$ cat config.mk
export PLATFORM = sky130hd
export DESIGN_NAME = paint_arbiter_rr
export DESIGN_NICKNAME = d
export VERILOG_FILES = /design/src/rtl/paint_arbiter_rr.sv
export SDC_FILE = /design/constraint.sdc
export NUM_CORES = 1
export LEC_CHECK = 0
export CORE_MARGIN = 4
export CORE_UTILIZATION = 38
export DETAILED_ROUTE_END_ITERATION = 6
export PLACE_DENSITY = 0.91
export SLEW_MARGIN = 15
export SYNTH_ARGS = -nofsm -noshare
export SYNTH_HDL_FRONTEND = slang
export SYNTH_SLANG_ARGS = --single-unit
$ cat constraint.sdc
create_clock -name CLOCK_50 -period 3.9 [get_ports CLOCK_50]
set_clock_uncertainty 0.1 [all_clocks]
set_input_delay 0.585 -clock CLOCK_50 [delete_from_list [all_inputs] [get_ports CLOCK_50]]
set_output_delay 0.585 -clock CLOCK_50 [all_outputs]
set_load 0.005 [all_outputs]
$ cat src/rtl/paint_arbiter_rr.sv
// rtl/paint_arbiter_rr.sv - round-robin owner arbitration of a shared registered pixel plot bus
module paint_arbiter_rr #(
    parameter int NUM_SRC     = 8,
    parameter int X_W         = 9,
    parameter int Y_W         = 8,
    parameter int C_W         = 3,
    parameter int SLOT_CYCLES = 128
) (
    input  logic                         CLOCK_50,
    input  logic                         rstn,
    input  logic [NUM_SRC-1:0]           src_req,
    input  logic [NUM_SRC-1:0]           src_mask,
    input  logic [NUM_SRC-1:0]           src_plot_en,
    input  logic [NUM_SRC*X_W-1:0]       src_x,
    input  logic [NUM_SRC*Y_W-1:0]       src_y,
    input  logic [NUM_SRC*C_W-1:0]       src_color,
    output logic [NUM_SRC-1:0]           src_gnt,
    output logic [$clog2(NUM_SRC)-1:0]   grant_id,
    output logic                         busy,
    output logic [X_W-1:0]               VGA_X,
    output logic [Y_W-1:0]               VGA_Y,
    output logic [C_W-1:0]               VGA_COLOR,
    output logic                         plot_enable
);
    localparam int ID_W  = $clog2(NUM_SRC);
    localparam int CNT_W = $clog2(SLOT_CYCLES);
    localparam logic [CNT_W-1:0] SLOT_LAST = CNT_W'(SLOT_CYCLES - 1);
    localparam logic [ID_W-1:0]  ID_LAST   = ID_W'(NUM_SRC - 1);

    typedef enum logic [1:0] {IDLE, GRANT, GAP} state_t;

    state_t             state, state_nx;
    logic [ID_W-1:0]    rr_ptr, rr_ptr_nx, grant_id_nx;
    logic [CNT_W-1:0]   slot_cnt, slot_cnt_nx;
    logic [NUM_SRC-1:0] elig;

    logic               owner_elig, owner_plot_en, accept;
    logic [X_W-1:0]     sel_x;
    logic [Y_W-1:0]     sel_y;
    logic [C_W-1:0]     sel_c;

    logic               hi_found, lo_found, found;
    logic [ID_W-1:0]    hi_pick, lo_pick, pick;

    assign elig = src_req & ~src_mask;
    assign busy = (state == GRANT);

    // Constant-index mux of the current owner's lane
    always_comb begin
        owner_elig    = 1'b0;
        owner_plot_en = 1'b0;
        sel_x         = '0;
        sel_y         = '0;
        sel_c         = '0;
        src_gnt       = '0;
        for (int i = 0; i < NUM_SRC; i++) begin
            if (grant_id == ID_W'(i)) begin
                owner_elig    = elig[i];
                owner_plot_en = src_plot_en[i];
                sel_x         = src_x[i*X_W +: X_W];
                sel_y         = src_y[i*Y_W +: Y_W];
                sel_c         = src_color[i*C_W +: C_W];
                src_gnt[i]    = (state == GRANT);
            end
        end
    end

    assign accept = (state == GRANT) && owner_elig && owner_plot_en;

    // Lowest eligible index at or above rr_ptr, else lowest eligible overall (wrap)
    always_comb begin
        hi_found = 1'b0;
        lo_found = 1'b0;
        hi_pick  = '0;
        lo_pick  = '0;
        for (int i = NUM_SRC - 1; i >= 0; i--) begin
            if (elig[i]) begin
                lo_found = 1'b1;
                lo_pick  = ID_W'(i);
                if (i >= int'(rr_ptr)) begin
                    hi_found = 1'b1;
                    hi_pick  = ID_W'(i);
                end
            end
        end
        found = hi_found || lo_found;
        pick  = hi_found ? hi_pick : lo_pick;
    end

    always_comb begin
        state_nx    = state;
        grant_id_nx = grant_id;
        rr_ptr_nx   = rr_ptr;
        slot_cnt_nx = slot_cnt;
        case (state)
            IDLE, GAP: begin
                if (found) begin
                    state_nx    = GRANT;
                    grant_id_nx = pick;
                    slot_cnt_nx = '0;
                end else begin
                    state_nx    = IDLE;
                end
            end
            GRANT: begin
                if (!owner_elig || slot_cnt == SLOT_LAST) begin
                    state_nx  = GAP;
                    rr_ptr_nx = (grant_id == ID_LAST) ? '0 : grant_id + 1'b1;
                end else begin
                    slot_cnt_nx = slot_cnt + 1'b1;
                end
            end
            default: state_nx = IDLE;
        endcase
    end

    always_ff @(posedge CLOCK_50 or negedge rstn) begin
        if (!rstn) begin
            state    <= IDLE;
            grant_id <= '0;
            rr_ptr   <= '0;
            slot_cnt <= '0;
        end else begin
            state    <= state_nx;
            grant_id <= grant_id_nx;
            rr_ptr   <= rr_ptr_nx;
            slot_cnt <= slot_cnt_nx;
        end
    end

    // Plot bus holds its last pixel when nothing is accepted
    always_ff @(posedge CLOCK_50 or negedge rstn) begin
        if (!rstn) begin
            VGA_X       <= '0;
            VGA_Y       <= '0;
            VGA_COLOR   <= '0;
            plot_enable <= 1'b0;
        end else begin
            plot_enable <= accept;
            if (accept) begin
                VGA_X     <= sel_x;
                VGA_Y     <= sel_y;
                VGA_COLOR <= sel_c;
            end
        end
    end
endmodule

==> metrics.yaml <==
period_share: 0.830
post_dp_cell_area_um2: 5870
async_reset_ff_frac: 1.00
fin_area_um2: 5980
clockBufferDepth: 2
drt_iter0_drc: 329
ys_warn_count: 0
top_level_ports: 219
setup_viol: 0
worst_pin_slew_ns: 0.819
synth.cell_area_um2: 3600
leakagePower_nw: 2.33
hpwl_um: 12500
yosysSeqAreaShare: 0.251
core_area_um2: 9240
total_power_mw: 3.78
syn_area_per_cell_um2: 7.70
yosysMostFrequentCell: "nand2_1"
clk_pin_slew_ns: 0.09
cts_root_buf: "clkbuf_8"
ys_seq_elements: 36
die_y_um: 105
h-tree-depth: 2
yosysUniqueCellTypes: 45
die_w_um: 105
cts_hold_buf: 0
min_path_type: "input port to async pin"
port_buffers: 218
grt_usage: 0.262
firstDrtPassIters: 5
syn_nets: 660
synth_edf_count: 0
ys_top_cells_by_area: "dfrtp_1, a221oi_1, mux2_4"
areaGrowthSynthToFinish_pct: 66.4
synth_compound_area_frac: 0.276
drive_gt1_frac: 0.0828
ys_top_cells_by_count: "nand2_1, a221oi_1, dfrtp_1"
routabilityCongestion: 0.943
cap_violations: 0
hold_viol_final: 0
setup_tns_ns: 0
synth_top_family_by_area: "compound AO/OA/AOI/OAI gates"
ant_nets: 0
cts_tree: "built"
wl_per_cell_um: 19.3
rsz0062_at_grt: "no"
ys.flop_type: "dfrtp_1"
start_util: 0.389
fmax_mhz: 309
maxSlewHeadroom: 0.454
rows: 35
route.detailed.drc: 0
grt_pass1_wl_um: 22800
nets: 856
drt-vias-per-instance: 5.65
cp-end-kind: "output pin"
slew_viol_final: 0
yosys.area.top_type: "dfrtp_1"
run_status: "completed"
critPathArrivalTime_ns: 2.55
grt_overflow: 0
antenna_found_initial: 0
fin_crit_ns: 3.24
vias: 4482
start_kind: "flop"
cts_made_buffers: 5
synth_fa_ha_area_frac: 0.0244
ir_worst_vdd_mv: 0.348
muxShareOfSynthArea: 0.0999
crit_path_max_fanout: 47
cts_setup_buffers: 0
clk_latency_ns: 0.30
grt_pass1_vias: 4219
synth_xor_xnor_area_share: 0
grt_max_degree: 48
num_antenna_cells: 0
crit_required_ns: 3.21
synth_top_area_frac: 0.251
wl_um: 15300
ctsResizeCount: 0
power.density_nw_per_um2: 632
die_area_um2: 11100
crit_type: "flop to output pin"
cts.sinks: 36
synthCells: 467
synth-simple-area-share: 0.271
layout by cell type (no fill, tap or decap), types with 4 or more instances in the layout:
cell	Yosys	routed
a21oi_1	14	14
a221oi_1	39	39
a22oi_1	4	4
and2_1	5	5
and3_1	6	6
buf_4	0	12
clkbuf_8	0	5
clkdlybuf4s50_1	0	217
dfrtp_1	36	36
ha_1	7	6
inv_1	28	28
mux2_4	19	19
mux2i_1	4	4
nand2_1	53	53
nand2b_1	10	10
nand3_1	20	20
nor2_1	28	28
nor2b_1	29	28
nor3_1	21	21
nor4_1	18	18
o21ai_0	28	28
o31ai_1	19	19
o32ai_1	5	5
final cells by class:
cell class	count	area, um2
Clock inverter	3	42.5
Clock buffer	5	68.8
Multi-Input combinational cell	361	2420
Tap cell	129	161
Sequential cell	36	901
Fill cell	765	3260
Timing Repair Buffer	231	2290
Inverter	28	105
sequential cells by signal (all words and copies together), names as in the netlist:
name         count
VGA_Y            8
slot_cnt         7
VGA_X            9
VGA_COLOR        3
rr_ptr           3
grant_id         3
state            2
plot_enable      1
worst paths after layout:
kind	startpoint	end	slack, ns	cells after the start
min reg2reg	slot_cnt[5]	slot_cnt[5]	0.39	1
min	rstn	VGA_X[0]	0.28	1
max reg2reg	grant_id[0]	VGA_COLOR[2]	0.78	10
max	grant_id[2]	src_gnt[7]	0.66	5
max in group asynchronous	rstn	slot_cnt[2]	2.89	1
min in group CLOCK_50	slot_cnt[5]	slot_cnt[5]	0.39	1
power by group:
part	switching, mW	internal, mW	total [mW]
sequential	0.125	0.528	0.653
clock	0.144	0.189	0.333
combinational	1.47	1.33	2.79
critical path: stages, from the launching register on:
cell             delay, ns
dfrtp_1               0.35
buf_4                 0.39
ha_1                  0.37
buf_4                 0.40
and2_1                0.20
clkdlybuf4s50_1       0.53
routing by layer:
metal  wire length (um)  vias to the layer above  track usage
met4                529                        0       0.0900
li1                   -                     2117            -
met2               7460                      238        0.438
met1               6210                     2092        0.338
met3               1100                       35       0.0484
met5                  0                        -            0
through the flow:
stage / util / setup WS, ns / cells / hold WS, ns
after floorplan: - / 1.15 / 467 / 0.189
after global placement: 0.635 / 0.533 / 785 / 0.368
after detailed placement: 0.635 / 0.506 / 785 / 0.375
after CTS: 0.647 / 0.693 / 793 / 0.306
after global routing: 0.647 / 0.508 / 793 / 0.348
final: 0.647 / 0.663 / 793 / 0.284
kinds of logic after synthesis:
family | after synthesis
flip-flops | 36
adder cells (fa/ha/maj) | 7
AO/OA/AOI/OAI | 133
multiplexers | 26
AND/OR/NAND/NOR | 195
buffers and inverters | 70
No activity file was read; power rests on OpenSTA's default activity.
